[config.mk]
export PLATFORM = sky130hd
export DESIGN_NAME = shift_mul_seq
export DESIGN_NICKNAME = d
export VERILOG_FILES = /design/src/rtl/shift_mul_seq.sv
export SDC_FILE = /design/constraint.sdc
export NUM_CORES = 1
export LEC_CHECK = 0
export BUFFER_PORTS_ARGS = -buffer_cell sky130_fd_sc_hd__clkbuf_2
export CAP_MARGIN = 20
export CORE_UTILIZATION = 53
export DETAILED_ROUTE_END_ITERATION = 7
export PLACE_DENSITY = 0.82
export SLEW_MARGIN = 20
export SYNTH_ARGS = -nofsm -noshare
export SYNTH_HDL_FRONTEND = slang
export SYNTH_SLANG_ARGS = --single-unit
[constraint.sdc]
create_clock -name clk -period 3.3 [get_ports clk]
set_input_delay 0.165 -clock clk [delete_from_list [all_inputs] [get_ports clk]]
set_output_delay 0.165 -clock clk [all_outputs]
set_load 0.1 [all_outputs]
[src/rtl/shift_mul_seq.sv]
// shift_mul_seq
//   Sequential 4x4 unsigned multiplier. Drives an external combinational
//   left shifter (R = A << B) once per clock and accumulates the gated
//   partial products over exactly four RUN cycles.
//
// Ports
//   clk     in   rising-edge clock
//   rst_n   in   asynchronous active-low reset
//   start   in   multiply request, sampled only while ready=1
//   op_a    in   [3:0] multiplicand
//   op_b    in   [3:0] multiplier
//   ready   out  high in IDLE
//   busy    out  high in RUN and DONE
//   sh_a    out  [3:0] shifter value input
//   sh_b    out  [3:0] shifter shift-amount input
//   sh_r    in   [7:0] shifter result, combinational from sh_a/sh_b
//   product out  [7:0] registered product, updated only on RUN->DONE
//   done    out  one-cycle pulse with product valid
module shift_mul_seq (
    input  logic       clk,
    input  logic       rst_n,
    input  logic       start,
    input  logic [3:0] op_a,
    input  logic [3:0] op_b,
    output logic       ready,
    output logic       busy,
    output logic [3:0] sh_a,
    output logic [3:0] sh_b,
    input  logic [7:0] sh_r,
    output logic [7:0] product,
    output logic       done
);

    typedef enum logic [1:0] {
        S_IDLE = 2'd0,
        S_RUN  = 2'd1,
        S_DONE = 2'd2
    } state_e;

    state_e     state_q;
    logic [3:0] a_q;
    logic [3:0] b_q;
    logic [1:0] idx_q;
    logic [7:0] acc_q;
    logic [7:0] product_q;

    logic [7:0] pp_d;
    logic [7:0] sum_d;

    // Partial product for the current multiplier bit; the shifter has
    // already produced a_q << idx_q this cycle.
    always_comb begin
        pp_d  = b_q[idx_q] ? sh_r : 8'd0;
        sum_d = acc_q + pp_d;   // max 225, never wraps
    end

    always_ff @(posedge clk or negedge rst_n) begin
        if (!rst_n) begin
            state_q   <= S_IDLE;
            a_q       <= 4'd0;
            b_q       <= 4'd0;
            idx_q     <= 2'd0;
            acc_q     <= 8'd0;
            product_q <= 8'd0;
        end else begin
            case (state_q)
                S_IDLE: begin
                    if (start) begin
                        a_q     <= op_a;
                        b_q     <= op_b;
                        acc_q   <= 8'd0;
                        idx_q   <= 2'd0;
                        state_q <= S_RUN;
                    end
                end
                S_RUN: begin
                    acc_q <= sum_d;
                    idx_q <= idx_q + 2'd1;
                    if (idx_q == 2'd3) begin
                        product_q <= sum_d;
                        state_q   <= S_DONE;
                    end
                end
                S_DONE: begin
                    state_q <= S_IDLE;
                end
                default: begin
                    state_q <= S_IDLE;
                end
            endcase
        end
    end

    // All outputs decode registered state only: no path from start.
    assign ready   = (state_q == S_IDLE);
    assign busy    = (state_q == S_RUN) || (state_q == S_DONE);
    assign done    = (state_q == S_DONE);
    assign sh_a    = (state_q == S_RUN) ? a_q : 4'd0;
    assign sh_b    = (state_q == S_RUN) ? {2'b00, idx_q} : 4'd0;
    assign product = product_q;

endmodule

-- Word-level counts from Yosys, hierarchy flattened
Index checks and enable logic that the tools add are counted.
- output and inout port bits: 19
- word-level logic and storage cells: 33
- input port bits: 19
- register bits: 28
- reduce and logical (&&, ||, !) cells: 7
- multiplexer cells: 12
- $lt $le $gt $ge: 1
- equal/unequal tests: 5
- add/subtract/negate cells: 2
- operator list (operator ; count):
    2-to-1 mux 8 bit ; 2
    one-hot mux 8 bit (2 select lines) ; 1
    adder 8 bit ; 1
    2-to-1 mux 2 bit ; 4
    one-hot mux 2 bit (2 select lines) ; 2
    AND reduction 2 bit ; 4
    == test 2 bit, second input constant ; 2
    2-to-1 mux 4 bit ; 1
    != test 2 bit, second input constant ; 2
    < comparator 2 x 3 -> 1 bit, second input constant ; 1
    adder 2 x 1 -> 2 bit, second input constant ; 1
    binary-select mux 1 bit (select 2 bit) ; 1
    == test 2 x 1 -> 1 bit, second input constant ; 1
    zero test 2 bit ; 1
    nonzero test 2 bit ; 1
    logical OR 1 bit ; 1
    2-to-1 mux 1 bit ; 1

-- Depth between registers and ports, before layout
- depth after elaboration: 5
- depth in mapped cells: 12
- depth with buffers taken out: 12

-- Worst setup path after synthesis
OpenSTA, ideal clock, no wires.
- kind: reg2reg
- start point: register idx_q[0]
- end point: register product_q[6], in the netlist product[6]
- slack: 0.841 ns
- library setup time: 0.124 ns
- stages on the path, launching flop included: 13
- period minus slack after synthesis: 2.459 ns
- buffers on the path: 0
- arrival: 2.335 ns
- required time: 3.176 ns
- cell sequence: dfrtp_1 mux2i_1 mux2_4 and2b_1 ha_1 inv_1 fa_1 nor2b_1 o21ai_0 nand2b_1 a21o_1 nor3_1 a211o_1
- cells in the longest elaborated chain, start to end: 4
- elaborated cells between the ends (all ways): 6
- classes of those cells: add/sub (1); eq/ne (1); mux (3); reduce/logical (1)
- RTL lines (element ; RTL line ; source):
    start, declared ; 43 ; logic [1:0] idx_q;
    start signal, assigned ; 78 ; idx_q <= idx_q + 2'd1;
    binary-select mux 1 bit (select 2 bit) ; 53 ; pp_d = b_q[idx_q] ? sh_r : 8'd0;
    2-to-1 mux 1 bit (not written as such) ; 53 ;
    2-to-1 mux 8 bit ; 53 ;
    adder 8 bit ; 54 ; sum_d = acc_q + pp_d;
    end signal, assigned ; 80 ; product_q <= sum_d;
    end, declared ; 45 ; logic [7:0] product_q;
Parallel ways exist; a longest one is shown, timed or not. The select of a mux whose other input is x is not followed.
A chain may end at the register's enable or synchronous reset.

-- Worst setup path in the final report
Ends and elaborated chain as after synthesis.

==> flow_metrics.env <==
export IMPL_end_kind="flip-flop"
export IMPL_antenna_found_initial=0
export IMPL_place_area_um2=1800
export IMPL_fp_dieH_um=57.2
export IMPL_hold_violations=0
export IMPL_clock_path_buffers=2
export IMPL_firstDrtPassIters=8
export IMPL_yosys_register_bits=28
export IMPL_root_buffer="clkbuf_4"
export IMPL_final_cell_area_um2=1870
export IMPL_die_area_um2=3270
export IMPL_max_stage_delay_ns=0.48
export IMPL_fmax_mhz=366
export IMPL_port_buffer_count=35
export IMPL_clk_latency_ns=0.33
export IMPL_grtUsageTotal=0.204
export IMPL_wl_per_cell_um=14.5
export IMPL_routed_wl_mm=3.09
export IMPL_clock_sinks=28
export IMPL_grt_pass1_vias=1149
export IMPL_crit_required_ns=3.53
export IMPL_worstSetupStartpoint="idx_q[0]$_DFFE_PN0P_"
export IMPL_yosysSeqAreaShare=0.434
export IMPL_grt_max_degree=29
export IMPL_fin_setup_tns_ns=0
export IMPL_crit_path_top_delay_cell="dfrtp_1"
export IMPL_grt_setup_unrepaired="false"
export IMPL_core_area_um2=2830
export IMPL_endpoint="product[6]$_DFFE_PN0P_"
export IMPL_critPathKind="flip-flop to flip-flop"
export IMPL_r2r_worst_path_cells=12
export IMPL_cts_tree="done"
export IMPL_yosysTopAreaCell="dfrtp_1"
export IMPL_ant_nets=0
export IMPL_yosysWarnings=0
export IMPL_drt_vias_per_instance=5.54
export IMPL_status="finished, violations left"
export IMPL_hold_path_class="input port to flip-flop"
export IMPL_rows=19
export IMPL_synth_area_um2=1610
export IMPL_grt_pass1_wl_mm=5.07
export IMPL_nFillCells=233
export IMPL_yosysTopAreaCellShare=0.434
export IMPL_gp_congestion=0.824
export IMPL_postSynthCellCount=146
export IMPL_arrival_ns=2.96
export IMPL_relSlewSlack=0.454
export IMPL_period_needed_ns=2.73
export IMPL_slew_violations=0
export IMPL_layout_nets=214
export IMPL_start_kind="flip-flop"
export IMPL_maxCapViolations=0
export IMPL_clkTransAtPathRegs_ns=0.15
export IMPL_htreeDepth=1
export IMPL_reg2reg_to="product[6]$_DFFE_PN0P_"
export IMPL_violations="DRC"
export IMPL_avgSynthCellArea_um2=11.0
export IMPL_cp_max_fo=8
export IMPL_grt_overflow=0
export IMPL_synth_area_top_cells="dfrtp_1, ha_1, mux2_2, and2b_1, a22o_1"
export IMPL_regToRegStartpoint="idx_q[0]$_DFFE_PN0P_"
export IMPL_place_hpwl_mm=2.41
export IMPL_n_antenna_cell=0
export IMPL_synth_cell_types=36
export IMPL_cts_buffers=3
export IMPL_crit_chain="mux2i_1 > mux2_4 > and2b_1 > ha_1 > inv_1 > fa_1 > nor2b_1 > o21ai_0 > nand2b_1 > a21o_1 > nor3_1 > a211o_1"
export IMPL_fin_crit_sh=0.827
export IMPL_setup_viol=0
export IMPL_area_growth_pct=15.7
export IMPL_drt_iter0_markers=25
export IMPL_die_w_um=57.2
export IMPL_fin_skew_ns=0.00455
export IMPL_pin_count=38
export IMPL_drt_drc_violations_left=6
export IMPL_start_util=0.570
export IMPL_drive_gt1_frac=0.308
export IMPL_r2r_slack_ns=0.57
export IMPL_vias=1180
export IMPL_worst_pin_slew_ns=0.814
## placed cells by master, fill, tap and decap left out, types with 3 or more instances in the layout
master / n
clkbuf_2: 35
dfrtp_1: 28
mux2_2: 12
nand2_1: 11
ha_1: 11
inv_1: 7
and2_1: 7
a21oi_1: 7
and2b_1: 6
o21ai_0: 6
nand2b_1: 5
a22o_1: 5
xor2_1: 4
mux2i_1: 3
nand3_1: 3
a21o_1: 3
nor3b_1: 3
clkbuf_4: 3
## synth_stat cells (all sizes together)
cell and number:
a31oi 1, dfrtp 28, inv 7, a31o 1, nand2 11, and4 1
mux2i 3, xnor2 2, nand3 3, mux2 13, buf 2, nand2b 6
and2 7, a21oi 8, and2b 6, o311ai 1, a22o 5, o31ai 1
nor3 2, nor3b 3, ha 11, fa 1, a211o 1, conb 1
nor2 1, xor2 4, a21o 3, nand3b 1, o21ai 8, nor2b 1
clkbuf 3
## worst min-delay path by stage
stage,start,end,slack (ns),depth (start not counted)
after floorplan,rst_n,a_q[0]$_DFFE_PN0P_,-0.13,0
after global placement,rst_n,product[1]$_DFFE_PN0P_,0.22,1
after detailed placement,rst_n,product[1]$_DFFE_PN0P_,0.24,1
after CTS,op_b[2],b_q[2]$_DFFE_PN0P_,0.04,2
after global routing,op_b[0],b_q[0]$_DFFE_PN0P_,0.04,2
final,op_b[2],b_q[2]$_DFFE_PN0P_,0.05,2
## layout make-up
| type | count | area [µm²] | area share |
|---|---|---|---|
| Inverter | 7 | 26.3 | 0.0141 |
| Multi-Input combinational cell | 107 | 863 | 0.462 |
| Clock buffer | 3 | 22.5 | 0.0121 |
| Tap cell | 31 | 38.8 | 0.0208 |
| Clock inverter | 1 | 30.0 | 0.0161 |
| Sequential cell | 28 | 701 | 0.375 |
| Timing Repair Buffer | 36 | 185 | 0.0992 |
## state kept, by name, indices dropped and copies added (netlist names)
signal	flops
a_q	4
acc_q	8
state_q	2
product	8
b_q	4
idx_q	2
## timing repair
item,4_1_cts,5_1_grt
hold buffers,1,0
buffers inserted,0,0
resized for setup,0,0
hold endpoints to repair,28,0
endpoints found under the setup margin,0,0
## per-layer routing
layer | GRT usage | part of all wire | vias up
met4 | 0.0871 | 0.032 | 0
met1 | 0.259 | 0.42 | 551
met5 | 0 | 0 | -
met2 | 0.351 | 0.49 | 45
met3 | 0.0272 | 0.052 | 10
li1 | - | - | 574
## through the flow
| stage | utilization | hold WS, ns | worst slack (ns) | cells |
|---|---|---|---|---|
| 4_1_cts | 0.660 | 0.0379 | 0.566 | 213 |
| 6_report | 0.660 | 0.0490 | 0.571 | 213 |
| 2_1_floorplan | - | -0.131 | 0.841 | 147 |
| 3_3_place_gp | 0.638 | 0.221 | 0.729 | 208 |
| 3_5_place_dp | 0.638 | 0.241 | 0.593 | 208 |
| 5_1_grt | 0.660 | 0.0372 | 0.380 | 213 |
## kinds of logic (layout without fill, tap and decap cells)
logic type	after synthesis	in the layout	synth area share
other	1	2	0.00233
adder cells (fa/ha/maj)	12	12	0.0977
AO/OA/AOI/OAI	29	29	0.123
flip-flops	28	28	0.434
buffers and inverters	12	47	0.0326
AND/OR/NAND/NOR	42	42	0.154
XOR/XNOR	6	6	0.0442
multiplexers	16	16	0.112
## worst max-delay path, delay by kind of cell (launching register included)
family,cells,cell delay [ns]
DFF,1,0.48
AOI/OAI and AO/OA,3,0.56
adders and majority gates,2,0.55
buffers and inverters,1,0.05
and+or+nand+nor,4,0.50
muxes,2,0.47
Power is not shown: default switching activity piles up to over one toggle a cycle in this logic, so the estimate is an artifact.
